File: config.mk
export PLATFORM = sky130hd
export DESIGN_NAME = zbus_sink
export DESIGN_NICKNAME = d
export VERILOG_FILES = /design/src/rtl/zbus_sink.sv
export SDC_FILE = /design/constraint.sdc
export NUM_CORES = 1
export LEC_CHECK = 0
export CAP_MARGIN = 10
export CORE_ASPECT_RATIO = 0.7
export CORE_MARGIN = 5
export CORE_UTILIZATION = 49
export DETAILED_ROUTE_END_ITERATION = 7
export MAX_ROUTING_LAYER = met4
export PLACE_DENSITY = 0.78
export SKIP_LAST_GASP = 1
export SLEW_MARGIN = 5
export SYNTH_ARGS = -nofsm -noshare
export SYNTH_HDL_FRONTEND = slang
export SYNTH_SLANG_ARGS = --single-unit
File: constraint.sdc
create_clock -name z_clk -period 1.76 [get_ports z_clk]
set_input_delay 0.352 -clock z_clk [delete_from_list [all_inputs] [get_ports z_clk]]
set_output_delay 0.352 -clock z_clk [all_outputs]
set_load 0.01 [all_outputs]
File: src/rtl/zbus_sink.sv
// zbus_sink: receiving end of a zbus link with a selectable ack policy, a receive FIFO,
// a transfer counter and sticky source-protocol error flags.
//   state | meaning
//   IDLE  | no ack; cfg_mode/cfg_dly sampled here
//   WAIT  | DELAY policy, dcnt counting down to terminal count
//   ACK   | ack_en driven by the latched policy
module zbus_sink #(
  parameter int          BW    = 1,
  parameter int          DEPTH = 4,
  parameter int          DW    = 8,
  parameter logic [15:0] SEED  = 16'hace1
) (
  input  logic          z_clk,
  input  logic          z_rst,
  input  logic          z_vld,
  input  logic [BW-1:0] z_bus,
  output logic          z_ack,
  input  logic [1:0]    cfg_mode,
  input  logic [DW-1:0] cfg_dly,
  input  logic          rd_en,
  output logic          rd_vld,
  output logic [BW-1:0] rd_dat,
  output logic [31:0]   cnt,
  input  logic          err_clr,
  output logic          err_drop,
  output logic          err_hold
);
  localparam int AW = $clog2(DEPTH);
  localparam logic [1:0] M_ALWAYS = 2'd0;
  localparam logic [1:0] M_DELAY  = 2'd1;
  localparam logic [1:0] M_RANDOM = 2'd2;

  typedef enum logic [1:0] {IDLE, WAIT, ACK} state_t;

  state_t        state, state_d;
  logic [1:0]    mode_q, mode_d;
  logic [DW-1:0] dcnt, dcnt_d;
  logic          ack_en, ack_en_d;
  logic [15:0]   lfsr, lfsr_d;
  logic [AW:0]   wr_ptr, rd_ptr;
  logic [BW-1:0] mem [DEPTH];
  logic          push, pop, full, empty;
  logic          pend_q;
  logic [BW-1:0] bus_q;

  assign full   = (wr_ptr[AW] != rd_ptr[AW]) && (wr_ptr[AW-1:0] == rd_ptr[AW-1:0]);
  assign empty  = (wr_ptr == rd_ptr);
  assign z_ack  = ack_en & ~full;
  assign push   = z_vld & z_ack;
  assign pop    = rd_en & ~empty;
  assign rd_vld = ~empty;
  assign rd_dat = mem[rd_ptr[AW-1:0]];
  assign lfsr_d = {lfsr[14:0], lfsr[15] ^ lfsr[13] ^ lfsr[12] ^ lfsr[10]};

  always_comb begin
    state_d  = state;
    mode_d   = (state == IDLE) ? cfg_mode : mode_q;
    dcnt_d   = dcnt;
    ack_en_d = 1'b0;
    case (state)
      IDLE: begin
        if (cfg_mode == M_DELAY) begin
          if (z_vld) begin
            state_d = WAIT;
            dcnt_d  = cfg_dly;
          end
        end else begin
          state_d = ACK;
        end
      end
      WAIT: begin
        if (!z_vld)             state_d = IDLE;
        else if (dcnt == '0)    state_d = ACK;
        else                    dcnt_d  = dcnt - DW'(1);
      end
      ACK: begin
        // Non-DELAY policies only change when the source is not mid-transfer.
        if (mode_q == M_DELAY) begin
          if (push || !z_vld) state_d = IDLE;
        end else if ((cfg_mode != mode_q) && !z_vld) begin
          state_d = IDLE;
        end
      end
      default: state_d = IDLE;
    endcase
    if (state_d == ACK) begin
      case (mode_d)
        M_ALWAYS, M_DELAY: ack_en_d = 1'b1;
        M_RANDOM:          ack_en_d = lfsr_d[0];
        default:           ack_en_d = 1'b0;
      endcase
    end
  end

  always_ff @(posedge z_clk) begin
    if (!z_rst) begin
      state    <= IDLE;
      mode_q   <= M_ALWAYS;
      dcnt     <= '0;
      ack_en   <= 1'b0;
      lfsr     <= SEED;
      wr_ptr   <= '0;
      rd_ptr   <= '0;
      cnt      <= '0;
      pend_q   <= 1'b0;
      bus_q    <= '0;
      err_drop <= 1'b0;
      err_hold <= 1'b0;
    end else begin
      state  <= state_d;
      mode_q <= mode_d;
      dcnt   <= dcnt_d;
      ack_en <= ack_en_d;
      lfsr   <= lfsr_d;
      if (push) begin
        wr_ptr <= wr_ptr + (AW+1)'(1);
        cnt    <= cnt + 32'd1;
      end
      if (pop) rd_ptr <= rd_ptr + (AW+1)'(1);
      pend_q <= z_vld & ~z_ack;
      bus_q  <= z_bus;
      // A new violation in the same cycle as err_clr keeps the flag set.
      if (pend_q && !z_vld)                    err_drop <= 1'b1;
      else if (err_clr)                        err_drop <= 1'b0;
      if (pend_q && z_vld && (z_bus != bus_q)) err_hold <= 1'b1;
      else if (err_clr)                        err_hold <= 1'b0;
    end
  end

  always_ff @(posedge z_clk) begin
    if (z_rst && push) mem[wr_ptr[AW-1:0]] <= z_bus;
  end
endmodule

==> summary.txt, run 1 <==
=========================================================================================
Final setup violation count                                                             4
Startpoint of the worst register-to-register path                               rd_ptr[0]
Slowest stage cell on the critical path                                            or3b_4
Total wire length                                                                 8220 µm
Power density over the cells                                                   817 nW/µm²
Post-Syn Area                                                                    3600 µm²
Clock sink total                                                                       77
CTS HTree Levels                                                                        3
Most common library cell in the layout ignoring fill and taps                     dfxtp_1
HP Start                                                                         lfsr[14]
Slew @ Worst Pin                                                                 0.426 ns
Most area-consuming cells after synthesis                                    dfxtp_1 (41%), xnor2_1 (5.6%), nor2_1 (4.8%)
Count of pins over their slew limit                                                     0
Number of warnings printed during yosys synthesis                                       0
CTS clk-pin slew, worst paths                                                     0.08 ns
Layout overhead on the synthesized area                                             36.9%
Slew Limit Headroom                                                                 71.6%
Chip width                                                                         112 µm
Commonest cells after routing, fill and taps aside                           dfxtp_1 (61), nor2_1 (46), buf_4 (46)
Final setup margin                                                             -0.0581 ns
Post-synth EDFFs                                                                        4
Hold EP                                                                          lfsr[15]
Maximum number of pins on one net before global-route repair                           30
Diode count                                                                             0
TritonRoute pass-1 iters                                                                4
Final Hold Viols                                                                        0
Endpoint of the worst-slack reg-to-reg timing path                                cnt[28]
Final non-filler cell total                                                           572
Post-synthesis sequential area ratio                                                44.0%
Placer's final routability congestion estimate                                      0.827
Worst reg2reg setup slack                                                        -0.02 ns
Startpoint class of the critical path                                            register
I/O pin count                                                                          53
Clock root cell                                                                  clkbuf_8
Skew final                                                                     0.00890 ns
Number of cells traversed by the worst hold path                                        1
Area fraction of the dominant cell type after synthesis                             40.6%
Count of state elements after synthesis                                                77
Setup repair after global routing missed its margin                                  true
DRC Markers                                                                             0
Synthesized instance count                                                            375
Period Utilization, post-route                                                       103%
Clock tree from TritonCTS                                                             yes
Worst Reg-to-Reg Cells                                                                  6
Required time of the critical path                                                1.41 ns
Count of input and output buffers                                                      52
Min-delay worst type                                                           reg -> reg
GR Util All Layers                                                                  19.2%
Initial standard-cell utilization of the core                                       49.8%
Worst vdd rail ir drop                                                           0.462 mV
Worst hold-check slack                                                           0.412 ns
Placed Instances                                                                      552
Remaining number of nets flagged by the antenna check after routing                     0
Run status                                                                   finished, violations left
Layout cells sized above 1                                                          25.5%
Failing checks                                                               negative setup slack
Static leakage                                                                 0.00196 µW
Starting DRT DRC Count                                                                140
Fmax                                                                              550 MHz
Cell family with the largest share of critical-path delay                    simple AND/OR/NAND/NOR gates
Post-Synthesis Net Count                                                              398
Deepest clock path buffer count                                                         2
Floorplan Core Area                                                              7220 µm²
Full die area                                                                    9180 µm²
Via count of the first global-routing pass                                          2,917
Combined area of the multi-input logic cells                                     1990 µm²
Mean instance size in the synthesized netlist                                    9.59 µm²
Via Count                                                                           2,978
Minimum clock period                                                              1.82 ns
Number of buffers and inverters on the critical path                                    1
Critical path class                                                            reg -> out
DPL Wire Length                                                                   5660 µm
Element type at the critical path end                                         output port
Max capacitance violation total                                                         0
Number of distinct library cells after synthesis                                       58
Critical Path, Cell by Cell                                                  xor2_4, or3b_4, buf_6
Delay contributed by the slowest stage of the critical path                       0.42 ns
Cell taking the most area after synthesis                                         dfxtp_1
Total of fill cells in the finished design                                            565
Proportion of register bits with asynchronous set or reset after synthesis             0%
Maximum fanout along the worst path                                                     3
NumNets Final                                                                         492
Total power of the final layout                                                   4030 µW
Total global routing overflow                                                           0
CP Data Arrival Time                                                              1.47 ns
Row count                                                                              26
Area used by sequential logic in the layout                                      1600 µm²
Post-detailed-route via-to-cell ratio                                                5.21
Die Span Y                                                                        81.7 µm
Clock insertion delay at the later pin of the skew report                         0.35 ns
Routed WL per cell                                                                14.4 µm
Global-route wire length before repair                                          13,800 µm
Leading register cell type out of synthesis                                       dfxtp_1
Number of antenna violations at the first check in global routing                       0
Clock buffers created by TritonCTS                                                      9
=========================================================================================
cell type report:
type	instances	share of cell area (%)
multi-input combinational	268	40.4
sequential	77	32.5
timing repair buffer	102	18.9
clock buffer	10	2.59
tap	98	2.49
clock inverter	6	2.26
inverter	11	0.838
how the worst max path moves through the flow:
stage	from	to	slack [ns]	cells after the start
after floorplan	cnt[0]	cnt[28]	0.03	6
after detailed placement	z_vld	cnt[31]	-0.33	6
after global routing	wr_ptr[0]	z_ack	-0.11	5
after CTS	wr_ptr[0]	rd_vld	-0.06	3
final	rd_ptr[1]	rd_vld	-0.06	3
after global placement	z_vld	cnt[28]	-0.28	6
timing repair:
item / CTS / global route
pin swaps: 6 / 7
endpoints found under the setup margin: 22 / 35
hold buffers: 0 / 0
buffers inserted: 2 / 3
resized for setup: 29 / 26
logic make-up after synthesis:
family | Yosys count | share of synthesized area [%]
xor gates and xnor gates | 38 | 9.46
buffers and inverters | 30 | 4.31
adders and majority gates | 7 | 2.43
and+or+nand+nor | 174 | 30.3
DFF | 77 | 44.0
muxes | 4 | 1.46
AOI/OAI and AO/OA | 45 | 8.07
power by group:
part / switching (µW) / leakage [µW] / internal (µW)
Sequential: 63.4 / 0.000638 / 1830
Clock: 653 / 0.000116 / 942
Combinational: 247 / 0.00120 / 290
Total: 963 / 0.00196 / 3060
stage by stage:
step / utilization (%) / TNS [ns] / area (µm²) / worst slack, ns
final: 68.2 / -0.120 / 4920 / -0.0581
after CTS: 66.9 / -0.113 / 4830 / -0.0580
after detailed placement: 62.1 / -6.78 / 4480 / -0.331
after global placement: 62.1 / -5.77 / 4480 / -0.275
after global routing: 68.2 / -0.963 / 4920 / -0.114
after floorplan: - / 0 / 3600 / 0.0334
flip-flops by register name (all words and copies together), names as in the netlist, named ones only:
name      cells
state         2
dcnt          8
err_drop      1
ack_en        1
mode_q        2
wr_ptr        3
err_hold      1
pend_q        1
mem           4
cnt          32
bus_q         1
lfsr         16
rd_ptr        3
synth_stat cells, types with 2 or more instances:
library cell / number
a211oi_1: 4
a21oi_1: 10
a22oi_1: 2
and2_1: 12
and3_1: 11
and4_1: 5
buf_1: 3
buf_2: 4
buf_4: 2
buf_6: 4
clkbuf_1: 6
dfxtp_1: 73
edfxtp_1: 4
ha_1: 7
inv_1: 10
mux2i_1: 3
nand2_1: 22
nand2b_1: 11
nand3_1: 16
nand4_1: 7
nor2_1: 46
nor2b_1: 3
nor3_1: 8
nor3b_2: 3
nor4_2: 11
nor4b_2: 4
o211ai_1: 2
o21a_1: 3
o21ai_0: 10
o21ai_1: 5
or3_1: 2
xnor2_1: 23
xor2_1: 14
per-layer routing:
metal	vias up	global-route usage, %	routed length [µm]
met2	72	30.0	3830
met4	0	6.00	57
met5	-	-	0
met1	1410	24.3	3890
li1	1491	-	-
met3	5	5.67	436
(Power assumes the default switching activity.)
==> run 2: changes to the inputs <==
--- a/config.mk
+++ b/config.mk
@@ -14,5 +14,4 @@
 export PLACE_DENSITY = 0.78
 export SKIP_LAST_GASP = 1
-export SLEW_MARGIN = 5
 export SYNTH_ARGS = -nofsm -noshare
 export SYNTH_HDL_FRONTEND = slang
==> constraint.sdc (replaced) <==
create_clock -name z_clk -period 1.76 [get_ports z_clk]
set_input_delay 0.352 -clock z_clk [delete_from_list [all_inputs] [get_ports z_clk]]
set_output_delay 0.352 -clock z_clk [all_outputs]
set_load 0.05 [all_outputs]
==> run 2 against run 1 <==
Compared with the run above:
- the flow still finishes with violations (negative setup slack)
- global-route usage is 0.94 points lower
- count of clock-buffer cells in the layout decreased by 1
- combinational power is 12% higher
- critical path depth is the same
- first-iteration DRC count decreased by 3.6%
- flip-flop and latch count stayed put
- die area is the same
- register-to-register slack better by 0.09 ns
- cell area is 4.8% lower
- via count decreased by 3.0%
- clock power is 23% lower
==> summary.txt, run 2 (synthesized netlist as in run 1, its figures left out) <==
==================================================================================
Slew Limit Headroom                                                          70.9%   -0.70 points
Element type at the critical path end                                  output port
Hold EP                                                                   lfsr[15]
Min-delay worst type                                                    reg -> reg
Failing checks                                                        negative setup slack
Run status                                                            finished, violations left
Number of flip-flops under the largest register name                            32   unchanged
Layout overhead on the synthesized area                                      30.4%
Clock root cell                                                           clkbuf_8
Starting DRT DRC Count                                                         135   -3.6%
Minimum clock period                                                       1.87 ns   +0.0484 ns
Slew @ Worst Pin                                                          0.436 ns   +0.0106 ns
Routed WL per cell                                                         14.4 µm   about the same
Cts hold-fix bufs                                                                0   unchanged
Total wire length                                                          8000 µm   -2.7%
Worst setup slack before clock tree synthesis                            -0.339 ns   -0.00785 ns
Required time of the critical path                                         1.41 ns   about the same
Worst reg2reg setup slack                                                  0.07 ns   +0.09 ns
Deepest clock path buffer count                                                  2   unchanged
CTS clk-pin slew, worst paths                                              0.09 ns   about the same
Layout cells sized above 1                                                   34.0%   +8.5 points
Row count                                                                       26   unchanged
CTS HTree Levels                                                                 3   unchanged
Skew final                                                               0.0102 ns   +0.00125 ns
Maximum fanout along the worst path                                              3   unchanged
DRC Markers                                                                      0   unchanged
Clock tree from TritonCTS                                                      yes
Count of pins over their slew limit                                              0   unchanged
NumNets Final                                                                  477   -3.0%
CP Data Arrival Time                                                       1.51 ns   +0.04 ns
Clock buffers created by TritonCTS                                               9   unchanged
Clock insertion delay at the later pin of the skew report                  0.35 ns   about the same
Startpoint class of the critical path                                     register
Maximum number of pins on one net before global-route repair                    29   -3.3%
Total power of the final layout                                            3730 µW   -7.3%
Static leakage                                                          0.00184 µW   -6.0%
Sum of negative setup slack                                              -0.206 ns   -0.0862 ns
Remaining number of nets flagged by the antenna check after routing              0   unchanged
Global-route wire length before repair                                   13,200 µm   -4.5%
Slowest stage cell on the critical path                                     or3b_4
Placer's final routability congestion estimate                               0.809   -2.1%
Final instance area                                                       4690 µm²   -4.8%
Setup repair after global routing missed its margin                           true
Count of input and output buffers                                               52   unchanged
Final setup violation count                                                      2   -2
Post-detailed-route via-to-cell ratio                                         5.19   -0.38%
Worst hold-check slack                                                    0.418 ns   +0.00587 ns
Max capacitance violation total                                                  0   unchanged
First element of the critical path                                       wr_ptr[2]
Via count of the first global-routing pass                                   2,773   -4.9%
Full die area                                                             9180 µm²   unchanged
Chip width                                                                  112 µm   unchanged
Via Count                                                                    2,889   -3.0%
Critical path class                                                     reg -> out
I/O pin count                                                                   53   unchanged
Startpoint of the worst register-to-register path                        rd_ptr[1]
Commonest cells after routing, fill and taps aside                    buf_4 (66), dfxtp_1 (47), nor2_1 (46)
Number of cells traversed by the worst hold path                                 1   unchanged
GR Util All Layers                                                           18.3%   -0.94 points
Period Utilization, post-route                                                106%   +2.7 points
TritonRoute pass-1 iters                                                         4   unchanged
Total global routing overflow                                                    0   unchanged
Floorplan Core Area                                                       7220 µm²   unchanged
HP Start                                                                  lfsr[14]
Initial standard-cell utilization of the core                                49.8%   unchanged
Diode count                                                                      0   unchanged
Critical Path, Cell by Cell                                           xnor2_4, or3b_4, buf_6
Power density over the cells                                            796 nW/µm²   -2.6%
Worst Reg-to-Reg Cells                                                           7   +1
Delay contributed by the slowest stage of the critical path                0.42 ns   about the same
Clock sink total                                                                77   unchanged
Worst vdd rail ir drop                                                    0.403 mV   -13%
Largest reg by FF count                                                        cnt
DPL Wire Length                                                            5580 µm   -1.4%
Final Hold Viols                                                                 0   unchanged
Die Span Y                                                                 81.7 µm   unchanged
Most common library cell in the layout ignoring fill and taps                buf_4
Area after DPL                                                            4300 µm²   -4.0%
Fmax                                                                       536 MHz   -2.6%
Final setup margin                                                       -0.106 ns   -0.0484 ns
Endpoint of the worst-slack reg-to-reg timing path                         cnt[31]
Largest registers                                                     cnt (32), lfsr (16), dcnt (8)
Number of antenna violations at the first check in global routing                0   unchanged
==================================================================================
[run 2: worst max-delay path by stage]
stage | endpoint | cells after the start
global route | rd_vld | 3
floorplan | cnt[28] | 6
global placement | cnt[28] | 6
finish | rd_vld | 3
detailed placement | cnt[17] | 6
CTS | rd_vld | 3
[run 2: cell type report]
cell class | count | area, µm²
Sequential cell | 77 | 1620
Fill cell | 609 | 2530
Tap cell | 98 | 123
Clock inverter | 7 | 57.6
Timing Repair Buffer | 87 | 731
Inverter | 11 | 41.3
Clock buffer | 9 | 124
Multi-Input combinational cell | 268 | 1990
[run 2: stage by stage]
stage	cells	utilization (%)
2_1_floorplan	375	-
3_3_place_gp	536	59.6
3_5_place_dp	536	59.6
4_1_cts	554	63.3
5_1_grt	557	64.9
6_report	557	64.9
[run 2: critical path, delay by kind of cell, from the launching register on]
family | cells | cell delay (ns)
and+or+nand+nor | 1 | 0.42
buffers and inverters | 1 | 0.17
xor gates and xnor gates | 1 | 0.20
DFF | 1 | 0.36
[run 2: timing repair]
action / 4_1_cts / 5_1_grt
endpoints found under the setup margin: 12 / 27
setup buffers: 2 / 3
gates resized for setup: 16 / 16
pin swaps: 5 / 1
[run 2: per-layer routing]
metal	vias to the layer above	wire (µm)	GRT usage, %
li1	1455	-	-
met1	1351	3970	24.9
met2	73	3520	26.3
met3	10	464	6.33
met4	0	53	3.96
met5	-	0	-
[run 2: power breakdown]
group | switching, µW | total [µW] | internal [µW] | leakage [µW]
clock network | 709 | 1240 | 531 | 0.0000881
logic | 315 | 599 | 284 | 0.00111
registers | 62.7 | 1890 | 1830 | 0.000645
==> run 3: changes to the inputs <==
CORE_UTILIZATION = 50   (was 49)
CTS_BUF_LIST = sky130_fd_sc_hd__clkbuf_2 sky130_fd_sc_hd__clkbuf_4 sky130_fd_sc_hd__clkbuf_8   (was not set)
PLACE_DENSITY = 0.76   (was 0.78)
RECOVER_POWER = 25   (was not set)
clock period = 2.1 ns   (was 1.76 ns; I/O delays follow)
==> run 3 against run 2 <==
Compared with the run above:
- the run now ends clean
- clock power is essentially flat
- register-to-register slack gained 0.15 ns
- critical path depth shrank 2
- global-route usage shrank 0.65 points
- worst setup slack gained 0.17 ns
- worst hold slack lost 0.0086 ns
- critical endpoint is now cnt[23]
- largest power group unchanged
==> summary.txt, run 3 (synthesized netlist as in run 1, its figures left out) <==
==================================================================================
Via Count                                                                    2,774   -4.0%
Total global routing overflow                                                    0   unchanged
Worst hold-check slack                                                    0.410 ns   -0.00865 ns
Min-delay worst type                                                    reg -> reg
Delay contributed by the slowest stage of the critical path                0.85 ns   +0.43 ns
GR Util All Layers                                                           17.6%   -0.65 points
Pint                                                                       2420 µW   -8.4%
Deepest clock path buffer count                                                  2   unchanged
TritonRoute pass-1 iters                                                         4   unchanged
Clock insertion delay at the later pin of the skew report                  0.33 ns   -0.02 ns
Critical path class                                                     reg -> out
Placer's final routability congestion estimate                               0.788   -2.6%
Largest reg by FF count                                                        cnt
Count of pins over their slew limit                                              0   unchanged
Static leakage                                                          0.00166 µW   -9.8%
Die Span Y                                                                 81.0 µm   -0.88%
Switching fraction of total power                                            24.8%   -4.3 points
Slew Limit Headroom                                                          38.1%   -33 points
Max capacitance violation total                                                  0   unchanged
Logic gate share of total power                                              12.8%   -3.2 points
Final Hold Viols                                                                 0   unchanged
Cell family with the largest share of critical-path delay             buffers and inverters
Total wire length                                                          7380 µm   -7.8%
Final non-filler cell total                                                    531   -4.7%
Post-detailed-route via-to-cell ratio                                         5.22   +0.72%
Number of buffers and inverters on the critical path                             1   unchanged
Global-route wire length before repair                                   12,700 µm   -3.8%
Routed WL per cell                                                         13.9 µm   -3.3%
Cts hold-fix bufs                                                                0   unchanged
Maximum fanout along the worst path                                              6   +3
Sequential Power Share                                                       49.4%   -1.3 points
Largest registers                                                     cnt (32), lfsr (16), dcnt (8)
DPL Wire Length                                                            5260 µm   -5.8%
Final setup margin                                                       0.0614 ns   +0.168 ns
Sum of negative setup slack                                                   0 ns   +0.206 ns
Maximum number of pins on one net before global-route repair                    30   +3.4%
Layout cells sized above 1                                                   15.1%   -19 points
Slew @ Worst Pin                                                          0.928 ns   +0.491 ns
Worst setup slack before clock tree synthesis                           -0.0606 ns   +0.278 ns
Clock buffers created by TritonCTS                                               9   unchanged
Fmax                                                                       491 MHz
Placed Instances                                                               514   -4.1%
Clock sink total                                                                77   unchanged
Remaining number of nets flagged by the antenna check after routing              0   unchanged
I/O pin count                                                                   53   unchanged
Minimum clock period                                                       2.04 ns
CP Data Arrival Time                                                       1.62 ns   +0.11 ns
NumNets Final                                                                  455   -4.6%
Starting DRT DRC Count                                                         121   -10%
Count of input and output buffers                                               52   unchanged
Slowest stage cell on the critical path                               clkdlybuf4s50_1
Floorplan Core Area                                                       6880 µm²   -4.7%
Chip width                                                                  111 µm   -0.92%
DRC Markers                                                                      0   unchanged
Part of the power in the clock network                                       37.8%   +4.6 points
Run status                                                            finished, final reports clean
Initial standard-cell utilization of the core                                52.3%   +2.5 points
Commonest cells after routing, fill and taps aside                    dfxtp_1 (71), nor2_1 (46), clkdlybuf4s50_1 (45)
Full die area                                                             9020 µm²   -1.8%
Worst vdd rail ir drop                                                    0.453 mV   +12%
Diode count                                                                      0   unchanged
Row count                                                                       25   -3.8%
Clock tree from TritonCTS                                                      yes
Number of antenna violations at the first check in global routing                0   unchanged
Final setup violation count                                                      0   -2
Critical Path, Cell by Cell                                           clkdlybuf4s50_1
Clock root cell                                                           clkbuf_8
Switching pwr                                                               798 µW   -27%
Layout overhead on the synthesized area                                      23.8%
Utilization after layout                                                     64.7%   -0.24 points
Via count of the first global-routing pass                                   2,689   -3.0%
Skew final                                                              0.00945 ns   -0.000705 ns
Setup repair after global routing missed its margin                          false
Period Utilization, post-route                                               97.1%
Element type at the critical path end                                  output port
Number of flip-flops under the largest register name                            32   unchanged
CTS clk-pin slew, worst paths                                              0.08 ns   about the same
Required time of the critical path                                         1.68 ns   +0.27 ns
CTS HTree Levels                                                                 3   unchanged
Most common library cell in the layout ignoring fill and taps              dfxtp_1
Startpoint class of the critical path                                     register
Power density over the cells                                            723 nW/µm²   -9.1%
==================================================================================
## run 3: cell types whose count changed in the layout (fill, tap and decap cells not counted), moves of 4 or more
cell / previous run / this run
buf_4: 66 / 15
clkdlybuf4s50_1: 15 / 45
dfxtp_1: 47 / 71
dfxtp_2: 23 / 2
buf_6: 4 / 0
## run 3: through the flow
stage	total power, µW	cell area, µm²
2_1_floorplan	1890	3600
3_3_place_gp	2010	4200
3_5_place_dp	2030	4200
4_1_cts	3240	4430
5_1_grt	3370	4450
6_report	3220	4450
## run 3: what timing repair did
| item | 4_1_cts | 5_1_grt |
|---|---|---|
| pin swaps | 0 | 2 |
| setup endpoints to repair | 2 | 4 |
| resized for setup | 1 | 6 |
| buffers inserted | 0 | 1 |
## run 3: cell type report
type	instances	area, µm²
multi-input combinational	268	1880
sequential	77	1580
fill	568	2430
inverter	11	41.3
clock buffer	11	145
tap	94	118
timing repair buffer	65	604
clock inverter	5	75.1
## run 3: final timing paths
path | from | to | slack (ns) | cells after the start
worst max-delay path | cnt[23] | cnt[23] | 0.06 | 1
worst min register to register | lfsr[14] | lfsr[15] | 0.41 | 1
worst max register to register | dcnt[0] | dcnt[1] | 0.22 | 7
worst min-delay path | lfsr[14] | lfsr[15] | 0.41 | 1
## run 3: layer usage
| layer | GRT usage [%] | part of all wire, % | vias up |
|---|---|---|---|
| met5 | - | 0 | - |
| met4 | 4.74 | 0.33 | 0 |
| met3 | 4.69 | 4.1 | 2 |
| met2 | 27.0 | 45 | 48 |
| met1 | 23.3 | 50 | 1312 |
| li1 | - | - | 1412 |
## run 3: power groups by stage
stage | Combinational, µW | Clock [µW] | Sequential (µW)
after floorplan | 272 | 0 | 1620
after global placement | 395 | 0 | 1620
after detailed placement | 405 | 0 | 1620
after CTS | 408 | 1240 | 1590
after global routing | 451 | 1320 | 1600
final | 413 | 1220 | 1590
